## config.mk

```make
export PLATFORM = sky130hd
export DESIGN_NAME = vga_timing_gen
export DESIGN_NICKNAME = d
export VERILOG_FILES = /design/src/rtl/vga_timing_gen.sv
export SDC_FILE = /design/constraint.sdc
export NUM_CORES = 1
export LEC_CHECK = 0
export BUFFER_PORTS_ARGS = -buffer_cell sky130_fd_sc_hd__buf_4
export CAP_MARGIN = 20
export CORE_MARGIN = 2
export CORE_UTILIZATION = 25
export CTS_BUF_LIST = sky130_fd_sc_hd__clkbuf_8
export DETAILED_ROUTE_END_ITERATION = 12
export PLACE_DENSITY = 0.55
export SYNTH_ARGS = -nofsm -noshare
export SYNTH_HDL_FRONTEND = slang
export SYNTH_SLANG_ARGS = --single-unit
```

## constraint.sdc

```tcl
create_clock -name CLOCK_50 -period 1.75 [get_ports CLOCK_50]
set_input_delay 0.2625 -clock CLOCK_50 [delete_from_list [all_inputs] [get_ports CLOCK_50]]
set_output_delay 0.2625 -clock CLOCK_50 [all_outputs]
set_load 0.005 [all_outputs]
```

## src/rtl/vga_timing_gen.sv

```systemverilog
// vga_timing_gen: VGA raster timing generator (640x480 @ 60 Hz by default) driven from a
// 50 MHz clock with a 25 MHz pixel tick enable.
//
// Ports:
//   CLOCK_50            system clock, all logic on the rising edge
//   RESET_N             asynchronous active-low reset
//   PIX_R/PIX_G/PIX_B   renderer colour for the coordinate presented on the previous pixel tick
//   PIX_X/PIX_Y         registered horizontal/vertical counters
//   PIX_REQ             current (PIX_X, PIX_Y) lies in the visible area
//   PIX_CE              pixel tick enable, high every second CLOCK_50 cycle
//   FRAME_START         high in the tick where the counters are (0,0)
//   VGA_HS/VGA_VS       active-low syncs, two ticks behind the counters
//   VGA_R/VGA_G/VGA_B   colour, aligned with the syncs, forced to 0 outside the visible area
//   FRAME_CNT           16-bit frame counter, present only when VGA_FRAME_CNT_EN is defined
//
// Optional feature: define VGA_FRAME_CNT_EN to add the FRAME_CNT output.
module vga_timing_gen #(
  parameter int unsigned H_ACTIVE = 640,
  parameter int unsigned H_FP     = 16,
  parameter int unsigned H_SYNC   = 96,
  parameter int unsigned H_BP     = 48,
  parameter int unsigned V_ACTIVE = 480,
  parameter int unsigned V_FP     = 10,
  parameter int unsigned V_SYNC   = 2,
  parameter int unsigned V_BP     = 33
) (
  input  logic        CLOCK_50,
  input  logic        RESET_N,
  input  logic [3:0]  PIX_R,
  input  logic [3:0]  PIX_G,
  input  logic [3:0]  PIX_B,
  output logic [9:0]  PIX_X,
  output logic [9:0]  PIX_Y,
  output logic        PIX_REQ,
  output logic        PIX_CE,
  output logic        FRAME_START,
  output logic        VGA_HS,
  output logic        VGA_VS,
  output logic [3:0]  VGA_R,
  output logic [3:0]  VGA_G,
  output logic [3:0]  VGA_B
`ifdef VGA_FRAME_CNT_EN
  ,
  output logic [15:0] FRAME_CNT
`endif
);

  localparam int unsigned HTotal = H_ACTIVE + H_FP + H_SYNC + H_BP;
  localparam int unsigned VTotal = V_ACTIVE + V_FP + V_SYNC + V_BP;

  localparam logic [9:0] HLast      = 10'(HTotal - 1);
  localparam logic [9:0] HVis       = 10'(H_ACTIVE);
  localparam logic [9:0] HSyncFirst = 10'(H_ACTIVE + H_FP);
  localparam logic [9:0] HSyncLast  = 10'(H_ACTIVE + H_FP + H_SYNC - 1);
  localparam logic [9:0] VLast      = 10'(VTotal - 1);
  localparam logic [9:0] VVis       = 10'(V_ACTIVE);
  localparam logic [9:0] VSyncFirst = 10'(V_ACTIVE + V_FP);
  localparam logic [9:0] VSyncLast  = 10'(V_ACTIVE + V_FP + V_SYNC - 1);

  logic       ce_q, ce_d;
  logic [9:0] hcnt_q, hcnt_d;
  logic [9:0] vcnt_q, vcnt_d;
  logic       visible;

  // Stage 1: decoded syncs and visibility for the tick just counted.
  logic       hs1_q, hs1_d;
  logic       vs1_q, vs1_d;
  logic       act1_q, act1_d;

  // Stage 2: output registers.
  logic       hs2_q, hs2_d;
  logic       vs2_q, vs2_d;
  logic [3:0] r2_q, r2_d;
  logic [3:0] g2_q, g2_d;
  logic [3:0] b2_q, b2_d;

  assign visible = (hcnt_q < HVis) && (vcnt_q < VVis);

  always_comb begin
    ce_d   = ~ce_q;
    hcnt_d = hcnt_q;
    vcnt_d = vcnt_q;
    hs1_d  = hs1_q;
    vs1_d  = vs1_q;
    act1_d = act1_q;
    hs2_d  = hs2_q;
    vs2_d  = vs2_q;
    r2_d   = r2_q;
    g2_d   = g2_q;
    b2_d   = b2_q;
    if (ce_q) begin
      if (hcnt_q == HLast) begin
        hcnt_d = '0;
        vcnt_d = (vcnt_q == VLast) ? '0 : vcnt_q + 10'd1;
      end else begin
        hcnt_d = hcnt_q + 10'd1;
      end
      hs1_d  = ~((hcnt_q >= HSyncFirst) && (hcnt_q <= HSyncLast));
      vs1_d  = ~((vcnt_q >= VSyncFirst) && (vcnt_q <= VSyncLast));
      act1_d = visible;
      hs2_d  = hs1_q;
      vs2_d  = vs1_q;
      // PIX_R/G/B belong to the coordinate captured in stage 1 on the previous tick.
      r2_d   = act1_q ? PIX_R : 4'h0;
      g2_d   = act1_q ? PIX_G : 4'h0;
      b2_d   = act1_q ? PIX_B : 4'h0;
    end
  end

  always_ff @(posedge CLOCK_50 or negedge RESET_N) begin
    if (!RESET_N) begin
      ce_q   <= 1'b0;
      hcnt_q <= '0;
      vcnt_q <= '0;
      hs1_q  <= 1'b1;
      vs1_q  <= 1'b1;
      act1_q <= 1'b0;
      hs2_q  <= 1'b1;
      vs2_q  <= 1'b1;
      r2_q   <= '0;
      g2_q   <= '0;
      b2_q   <= '0;
    end else begin
      ce_q   <= ce_d;
      hcnt_q <= hcnt_d;
      vcnt_q <= vcnt_d;
      hs1_q  <= hs1_d;
      vs1_q  <= vs1_d;
      act1_q <= act1_d;
      hs2_q  <= hs2_d;
      vs2_q  <= vs2_d;
      r2_q   <= r2_d;
      g2_q   <= g2_d;
      b2_q   <= b2_d;
    end
  end

  assign PIX_X       = hcnt_q;
  assign PIX_Y       = vcnt_q;
  assign PIX_REQ     = visible;
  assign PIX_CE      = ce_q;
  assign FRAME_START = ce_q && (hcnt_q == '0) && (vcnt_q == '0);
  assign VGA_HS      = hs2_q;
  assign VGA_VS      = vs2_q;
  assign VGA_R       = r2_q;
  assign VGA_G       = g2_q;
  assign VGA_B       = b2_q;

`ifdef VGA_FRAME_CNT_EN
  logic [15:0] frame_cnt_q, frame_cnt_d;

  always_comb begin
    frame_cnt_d = frame_cnt_q;
    if (FRAME_START) begin
      frame_cnt_d = frame_cnt_q + 16'd1;
    end
  end

  always_ff @(posedge CLOCK_50 or negedge RESET_N) begin
    if (!RESET_N) begin
      frame_cnt_q <= '0;
    end else begin
      frame_cnt_q <= frame_cnt_d;
    end
  end

  assign FRAME_CNT = frame_cnt_q;
`endif

endmodule

```

# After elaboration in Yosys (flattened, before gate mapping)
# Cells that the tools add are included.
# classes
n_bitwise,3
mul,0
shifts,0
div_mod_pow,0
n_reduce_logical,8
n_eq_ne,2
mux,5
magnitude_cmp,6
add_sub_neg,2
# op_table
cell,n
$add A10 B1 Y10 const B,2
$eq A10 B10 Y1 const B,2
$logic_not A10 Y1,2
$mux W10,2
$mux W4,3
$ge A10 B10 Y1 const B,1
$ge A10 B9 Y1 const B,1
$le A10 B10 Y1 const B,1
$le A10 B9 Y1 const B,1
$lt A10 B10 Y1 const B,1
$lt A10 B9 Y1 const B,1
$logic_and A1 B1 Y1,5
$not A1 Y1,3
$reduce_and A2 Y1,1
# word_totals
output_inout_bits,37
mem_bits_ro,0
register_bits,38
input_bits,14
n_memories,0
mem_bits_rw,0
latch_bits,0
wordCells,37

# Logic depth before layout (Yosys ltp)
# Gate-level depths: netlist (run 1).
# logic_depth
ltp_word,3
mapped_depth,6
ltp_nobuf,6

# Worst setup path after synthesis (run 1)
# No wires, ideal clock.
# synth_path
path_kind,register -> register
from,reg hcnt_q[0] (netlist: PIX_X[0])
to,reg vcnt_q[4] (netlist: PIX_Y[4])
setup_slack_ps,180
required_time_ps,1622
setup_ps,128
synth_period_minus_slack_ps,1570
path_buffers,0
t_arrival_ps,1442
path_stages_with_launch,6
path_cell_list,dfrtp_1 ha_1 nand4_4 nor4_4 nand4_1 mux2_1
# synth_via
elab_chain_len,2
# synth_lines
item,line_no,rtl
start: declaration,61,"logic [9:0] hcnt_q, hcnt_d;"
start signal: assignment,125,hcnt_q <= hcnt_d;
$eq A10 B10 Y1,92,if (hcnt_q == HLast) begin
$reduce_and A2 Y1 (no line),n/a,
end signal: assignment,126,vcnt_q <= vcnt_d;
end: declaration,62,"logic [9:0] vcnt_q, vcnt_d;"
# No other way between the ends.
# A chain may end at the register's enable or synchronous reset.

# Worst setup path after layout (run 1)
# layout_path
from,reg hcnt_q[0] (netlist: PIX_X[0])
to,out FRAME_START
# layout_via
elab_chain_len,3
# layout_lines
item,line_no,rtl
$logic_not A10 Y1,142,assign FRAME_START = ce_q && (hcnt_q == '0) && (vcnt_q == '0);
$logic_and A1 B1 Y1 (2 in a row),142,
end: declaration,36,"output logic FRAME_START,"
# No other way between the ends.

==> metrics.cfg, run 1 <==
[run_status]
violations=negative setup slack
status=finished with violations

[final_layout]
final_area_um2=2770
diodes=0
fillCellCount=793
layout-drive-gt1-share_pct=43.0
nets=282
synthToLayoutAreaGrowth_pct=47.0

[timing]
worst_pin_slew_ns=0.506
hold_viol=0
max_freq_ghz=0.530
grt_setup_unrepaired=true
skew_ns=0.0117
fin_hold_ws_ns=0.200
setup_viol=1
min_period_ns=1.89
period_share_pct=108
fin_ws_ns=-0.138
drv_slew=0
relSlewSlack_pct=66.2

[worst_setup_path]
arrival_ns=1.63
critPathLaunch=PIX_X[0]
crit_fanout=3
worstSetupPathType=reg -> out
end_kind=primary output
cp-start-kind=flop
worstPathRequired_ns=1.49
regToRegStartpoint=PIX_X[0]

[power_and_ir_drop]
powerDensity_nw_per_um2=638
vdd_drop_max_uv=395
cellLeakagePower_nw=1.30

[die]
coreArea_um2=7290
dieArea_um2=8250
die_w_um=90.8
rows=31
start_util_pct=25.9
die_h_um=90.8
ios=51

[logic_synthesis]
synthFlopType=dfrtp_1
async_flop_share_pct=100
netlist_instances=185
syn-num-nets=203
syn_area_um2=1890
synth_top_area_share_pct=45.1
yosysSeqAreaShare_pct=50.7
yosys.area.top_type=dfrtp_1
synth_edf_count=0
syn_area_per_cell_um2=10.2
synthTopCellsByArea=dfrtp_1 (45%), nand3_1 (5.8%), dfstp_2 (5.6%), o21ai_0 (4.8%), inv_1 (4.0%)
synth_warnings=0
synth_seq_cells=38
ys_types=44

[min_path]
hold_path_class=in -> reg
holdCritStartpoint=PIX_R[1]

[placement]
placed_area_um2=2480
io_buffers=50
place_hpwl_um=3360
gp_congestion=0.781

[detailed_routing]
drc=0
antenna_left=0
via_per_inst=4.48
wl_per_cell_um=13.1
drtIter0Drc=54
vias=1630
drt_pre_antenna_iters=4
wirelength_um=4770

[run]
maxCapViolations=0

[clock_network]
root_buffer=clkbuf_8
htree_levels=2
cts.sinks=38
clk_latency_ns=0.30
clk_pin_slew_ns=0.09
ctsLongestPathBuffers=2
numCtsBuffers=5
tritoncts=yes

[grt]
grt_pass1_wl_um=7780
grt_pass1_vias=1530
grt_max_degree=39
grt.overflow.total=0
groute.usage.overall_pct=11.8
grt_antenna_before_repair=0

-- sequential cells by signal (all words and copies together), names as in the netlist --
name    flops
PIX_Y      10
VGA_R       4
hs1_q       1
VGA_G       4
PIX_X      10
VGA_VS      1
PIX_CE      1
act1_q      1
vs1_q       1
VGA_HS      1
VGA_B       4
-- synth_stat cells (2+ instances only) --
| cell | n |
|---|---|
| inv_1 | 20 |
| mux2_2 | 3 |
| buf_4 | 2 |
| nor4_1 | 5 |
| xnor2_1 | 6 |
| nand3_1 | 22 |
| and3_1 | 4 |
| nand4b_1 | 2 |
| buf_6 | 2 |
| o22ai_1 | 2 |
| dfrtp_1 | 34 |
| nor3_1 | 2 |
| o21ai_0 | 18 |
| ha_1 | 4 |
| dfstp_2 | 4 |
| nor2_1 | 6 |
| xor2_1 | 4 |
| nand2_1 | 12 |
| nand4_1 | 5 |
| clkbuf_1 | 3 |
| a31oi_1 | 2 |
-- cells by family (layout without fill, tap and decap cells) --
kind of cell / after synthesis / in the layout / synth area share [%]
xor gates and xnor gates: 10 / 10 / 4.64
buffers and inverters: 31 / 111 / 8.16
muxes: 5 / 5 / 2.92
adders and majority gates: 4 / 4 / 2.65
and+or+nand+nor: 68 / 68 / 21.9
DFF: 38 / 38 / 50.7
AOI/OAI and AO/OA: 29 / 29 / 9.02
-- cells in the final DEF, fill, tap and decap left out, types with 2 or more instances in the layout --
master / count
nand4_1: 5
dfstp_2: 4
and3_1: 2
xnor2_1: 6
inv_1: 19
buf_6: 4
dfrtp_1: 33
and3_4: 2
mux2_2: 3
nor4_4: 3
nor3_1: 2
ha_1: 2
nor2_1: 6
o21ai_0: 18
nand3_1: 22
xor2_1: 4
o22ai_1: 2
buf_4: 78
ha_4: 2
nor4_1: 3
nand2_1: 11
a31oi_1: 2
nand4b_1: 2
clkbuf_8: 6
inv_2: 2
-- power by group --
group          switching [mW]  internal, mW  total (mW)
clock                   0.329         0.459       0.788
sequential            0.00741         0.892       0.899
combinational          0.0363        0.0446      0.0809
-- final cells by class --
| class | instances | area, µm² | area share, % |
|---|---|---|---|
| Inverter | 20 | 75.1 | 2.71 |
| Sequential cell | 38 | 957 | 34.5 |
| Multi-Input combinational cell | 116 | 858 | 31.0 |
| Clock buffer | 6 | 82.6 | 2.98 |
| Timing Repair Buffer | 83 | 641 | 23.1 |
| Clock inverter | 2 | 33.8 | 1.22 |
| Tap cell | 99 | 124 | 4.47 |
-- worst max-delay path, stage by stage, from the launching register on --
cell and delay, ns:
dfrtp_1 0.41, inv_2 0.08, ha_4 0.12, nor3b_4 0.17, nand4_1 0.15, nor4_4 0.24
buf_4 0.15
-- metrics by stage --
stage	std cells	power [mW]	worst slack (ns)	setup TNS, ns	utilization, %
2_1_floorplan	185	0.933	0.180	0	-
3_3_place_gp	346	0.999	0.0837	0	34.0
3_5_place_dp	346	0.999	0.0267	0	34.0
4_1_cts	355	1.81	-0.156	-0.156	36.2
5_1_grt	364	1.86	-0.256	-0.256	38.0
6_report	364	1.77	-0.138	-0.138	38.0
-- repair_timing --
item                                   4_1_cts  5_1_grt
setup endpoints to repair                    2        6
hold buffers                                 1        0
pin swaps                                    2        6
gates resized for setup                      7       14
setup buffers                                0       10
endpoints found under the hold margin       34        0
-- per-layer routing --
layer	GRT usage, %	share of wire, %
met3	3.51	4.9
met2	16.7	45
met1	17.0	48
met5	0	0
met4	4.17	1.3
-- worst paths after layout --
check | to | slack [ns] | cells past startpoint
worst max-delay path | FRAME_START | -0.14 | 6
worst min-delay path | VGA_R[1] | 0.20 | 3
worst max register to register | PIX_Y[9] | 0.11 | 7
worst min register to register | vs1_q | 0.50 | 2
max in group asynchronous | VGA_VS | 0.89 | 2
min in group asynchronous | PIX_X[4] | 0.48 | 2
(Power assumes the default switching activity.)
==> run 2, diff against run 1 <==
Settings changed: CTS_BUF_LIST sky130_fd_sc_hd__clkbuf_8 to sky130_fd_sc_hd__clkbuf_4.
==> metrics.cfg, run 2 (synthesis gave the netlist of run 1 again) <==
[run_status]
status=finished with violations
violations=negative setup slack

[die]
dieArea_um2=8250  ; unchanged
die_h_um=90.8  ; unchanged
start_util_pct=25.9  ; unchanged
die_w_um=90.8  ; unchanged
ios=51  ; unchanged
coreArea_um2=7290  ; unchanged
rows=31  ; unchanged

[timing]
fin_ws_ns=-0.197  ; -0.0586 ns
drv_slew=0  ; unchanged
setup_viol=1  ; unchanged
max_freq_ghz=0.514  ; -3.0%
period_share_pct=111  ; +3.3 points
tns_ns=-0.197  ; -0.0586 ns
worst_pin_slew_ns=0.504  ; -0.00261 ns
grt_setup_unrepaired=true
hold_viol=0  ; unchanged
min_period_ns=1.95  ; +0.0586 ns
relSlewSlack_pct=66.4  ; +0.17 points
skew_ns=0.0223  ; +0.0106 ns
fin_hold_ws_ns=0.144  ; -0.0564 ns

[detailed_routing]
drc=0  ; unchanged
vias=1624  ; -0.37%
drtIter0Drc=72  ; +33%
wirelength_um=4740  ; -0.59%
antenna_left=0  ; unchanged
wl_per_cell_um=13.0  ; -0.59%
via_per_inst=4.46  ; -0.37%
drt_pre_antenna_iters=4  ; unchanged

[worst_setup_path]
worstPathRequired_ns=1.49  ; about the same
reg2reg_to=PIX_Y[9]
worstSetupPathType=reg -> out
r2r_cells=7  ; unchanged
regToRegStartpoint=PIX_X[0]
cp-start-kind=flop
crit_fanout=2  ; -1
reg2reg_slack_ns=0.10  ; about the same
arrival_ns=1.68  ; +0.05 ns
end_kind=primary output

[run]
maxCapViolations=0  ; unchanged

[grt]
grtUsageMet3_pct=3.17  ; -0.33 points
grt_antenna_before_repair=0  ; unchanged
grt_util_met2_pct=17.1  ; +0.44 points
groute.usage.overall_pct=11.7  ; -0.070 points
grt.overflow.total=0  ; unchanged
grt_max_degree=39  ; unchanged
grt_pass1_vias=1521  ; -0.59%
grt_pass1_wl_um=7760  ; -0.36%
gr-usage-met1_pct=16.7  ; -0.36 points
busiest_layer=met2

[clock_network]
ctsLongestPathBuffers=2  ; unchanged
tritoncts=yes
root_buffer=clkbuf_4
htree_levels=2  ; unchanged
numCtsBuffers=5  ; unchanged
clk_latency_ns=0.36  ; +0.06 ns
clk_pin_slew_ns=0.14  ; +0.05 ns
cts.sinks=38  ; unchanged

[final_layout]
nets=282  ; unchanged
multiInputGateArea_um2=831  ; -3.2%
fin_util_pct=37.2  ; -0.79 points
layout-drive-gt1-share_pct=41.9  ; -1.1 points
final_common_cell=buf_4
fillCellCount=797  ; +0.50%
final_area_um2=2710  ; -2.1%
synthToLayoutAreaGrowth_pct=43.9
diodes=0  ; unchanged
final_cell_mix=buf_4 (76), dfrtp_1 (33), nand3_1 (22)
ff_latch_area_um2=957  ; unchanged

[min_path]
hold_path_class=in -> reg
hold_end=VGA_R[1]
hold_path_depth=3  ; unchanged
holdCritStartpoint=PIX_R[1]

[power_and_ir_drop]
vdd_drop_max_uv=376  ; -5.0%
cellLeakagePower_nw=1.28  ; -1.9%
power.total_mw=1.60  ; -9.4%
powerDensity_nw_per_um2=591  ; -7.5%

[placement]
place_hpwl_um=3360  ; unchanged
placed_area_um2=2480  ; unchanged
io_buffers=50  ; unchanged
gp_congestion=0.781  ; unchanged

[run 2: per-stage QoR]
stage          setup WS (ns)  std cells
6_report              -0.197        364
5_1_grt               -0.332        364
4_1_cts               -0.240        355
3_5_place_dp          0.0267        346
3_3_place_gp          0.0837        346
2_1_floorplan          0.180        185
[run 2: worst max path at each step]
stage / start / end / slack [ns]
CTS: PIX_X[5] / FRAME_START / -0.24
finish: PIX_X[5] / FRAME_START / -0.20
global route: PIX_X[0] / FRAME_START / -0.33
detailed placement: PIX_X[1] / FRAME_START / 0.03
global placement: PIX_X[0] / FRAME_START / 0.08
floorplan: PIX_X[0] / PIX_Y[4] / 0.18
[run 2: worst max-delay path, cell delays in order (launching register included)]
cell	delay (ns)
dfrtp_1	0.40
or4_4	0.55
nor4_4	0.23
buf_4	0.15
[run 2: routing by layer]
| metal | vias to the layer above | part of all wire, % |
|---|---|---|
| li1 | 800 | - |
| met1 | 781 | 49 |
| met2 | 37 | 45 |
| met3 | 6 | 4.7 |
| met4 | 0 | 1.4 |
| met5 | - | 0 |
[run 2: final cells by class]
class	instances	area share, %
clock buffer	6	1.66
clock inverter	2	1.24
inverter	20	2.77
multi-input combinational	116	30.6
sequential	38	35.3
tap	99	4.56
timing repair buffer	83	23.9
[run 2: timing repair]
item / in CTS / in global routing
endpoints found under the hold margin: 34 / 0
buffers inserted: 0 / 10
endpoints found under the setup margin: 2 / 8
pin swaps: 2 / 4
hold buffers: 1 / 0
gates resized for setup: 7 / 11
[run 2: where the power goes]
part           switching [mW]  internal, mW
sequential            0.00742         0.892
clock                   0.309         0.313
combinational          0.0363        0.0445
total                   0.353          1.25
==> run 3, diff against run 2 <==
Settings changed: PLACE_DENSITY 0.55 to 0.57, RECOVER_POWER from default to 100.
Clock period 1.75 ns to 1.55 ns, I/O delays scaled along.
==> metrics.cfg, run 3 (synthesis gave the netlist of run 1 again) <==
[detailed_routing]
antenna_left=0  ; unchanged
wl_per_cell_um=13.4  ; +3.3%
drc=0  ; unchanged
vias=1670  ; +2.8%
drtIter0Drc=46  ; -36%
drt_pre_antenna_iters=4  ; unchanged
via_per_inst=4.50  ; +0.89%
wirelength_um=4990  ; +5.3%

[timing]
period_share_pct=123
fin_ws_ns=-0.363  ; -0.166 ns
max_freq_ghz=0.523
drv_slew=0  ; unchanged
hold_viol=0  ; unchanged
worst_pin_slew_ns=1.00  ; +0.499 ns
relSlewSlack_pct=33.1  ; -33 points
min_period_ns=1.91
setup_viol=16  ; +15
grt_setup_unrepaired=true
fin_hold_ws_ns=0.113  ; -0.0302 ns
skew_ns=0.0301  ; +0.00777 ns

[grt]
grt_pass1_wl_um=8160  ; +5.2%
grt.overflow.total=0  ; unchanged
grt_antenna_before_repair=0  ; unchanged
grt_pass1_vias=1667  ; +9.6%
groute.usage.overall_pct=12.2  ; +0.43 points
grt_max_degree=39  ; unchanged

[worst_setup_path]
cp-start-kind=flop
crit_fanout=2  ; unchanged
arrival_ns=1.68  ; about the same
regToRegStartpoint=PIX_X[0]
reg2reg_to=PIX_Y[9]
worstPathRequired_ns=1.32  ; -0.17 ns
end_kind=primary output
reg2reg_slack_ns=-0.27  ; -0.37 ns
crit_end=FRAME_START
r2r_cells=7  ; unchanged
critPathLaunch=PIX_Y[7]
worstSetupPathType=reg -> out

[final_layout]
final_cell_mix=buf_4 (50), dfrtp_1 (34), nand3_1 (22)
fin_util_pct=37.3  ; +0.086 points
diodes=0  ; unchanged
final_area_um2=2720  ; +0.23%
layout-drive-gt1-share_pct=40.8  ; -1.1 points
final_common_cell=buf_4
synthToLayoutAreaGrowth_pct=44.3
nets=289  ; +2.5%

[clock_network]
htree_levels=2  ; unchanged
tritoncts=yes
clk_latency_ns=0.36  ; about the same
root_buffer=clkbuf_4
clk_pin_slew_ns=0.12  ; -0.02 ns
ctsLongestPathBuffers=2  ; unchanged
cts.sinks=38  ; unchanged
numCtsBuffers=5  ; unchanged

[placement]
gp_congestion=0.749  ; -4.1%
place_ws_ns=-0.148  ; -0.175 ns
placed_area_um2=2540  ; +2.5%
place_hpwl_um=3470  ; +3.1%
io_buffers=50  ; unchanged

[power_and_ir_drop]
cellLeakagePower_nw=1.27  ; -0.81%
powerDensity_nw_per_um2=597  ; +1.0%
vdd_drop_max_uv=197  ; -47%
power.total_mw=1.62  ; +1.3%

[run]
maxCapViolations=0  ; unchanged

[min_path]
hold_path_class=in -> reg

[run_status]
status=finished with violations
violations=negative setup slack

[die]
ios=51  ; unchanged
rows=31  ; unchanged
coreArea_um2=7290  ; unchanged
dieArea_um2=8250  ; unchanged
die_w_um=90.8  ; unchanged
start_util_pct=25.9  ; unchanged
die_h_um=90.8  ; unchanged

run 3: what timing repair did:
| item | in CTS | in global routing |
|---|---|---|
| hold buffers | 1 | 0 |
| setup buffers | 6 | 3 |
| gates resized for setup | 18 | 17 |
| pin swaps | 5 | 7 |
| setup endpoints to repair | 9 | 16 |
| hold endpoints to repair | 34 | 0 |
run 3: where the power goes:
group	switching (mW)	internal [mW]	leakage, nW
logic	0.0411	0.0480	0.772
clock network	0.356	0.162	0.0277
registers	0.00802	1.01	0.470
total	0.405	1.22	1.27
run 3: per-stage QoR:
| step | setup TNS (ns) | std cells |
|---|---|---|
| 2_1_floorplan | 0 | 185 |
| 3_3_place_gp | -0.0910 | 354 |
| 5_1_grt | -6.08 | 371 |
| 4_1_cts | -1.12 | 368 |
| 6_report | -2.63 | 371 |
| 3_5_place_dp | -0.467 | 354 |
run 3: final cells by class:
class	count	area [µm²]
Fill cell	798	4570
Sequential cell	38	956
Multi-Input combinational cell	116	880
Timing Repair Buffer	90	637
Tap cell	99	124
Inverter	20	75.1
Clock buffer	5	37.5
Clock inverter	3	11.3
run 3: per-layer routing:
layer,up-vias,share of wire (%),GRT usage (%)
met5,-,0,0
met4,0,0.92,3.91
met3,6,3.7,3.26
met2,33,48,19.8
met1,812,48,15.7
li1,819,-,-
run 3: worst min path at each step:
stage                         from  endpoint  depth (start not counted)
after floorplan            RESET_N    PIX_CE                          0
after global placement     RESET_N  PIX_X[8]                          1
after detailed placement   RESET_N  PIX_X[8]                          1
after CTS                 PIX_B[3]  VGA_B[3]                          3
after global routing      PIX_B[0]  VGA_B[0]                          3
final                     PIX_B[3]  VGA_B[3]                          3
run 3: worst max-delay path, stage by stage, from the launching register on:
cell     delay, ns
dfrtp_1       0.41
nor4_2        0.33
nand4_1       0.20
nor4_4        0.25
buf_4         0.15
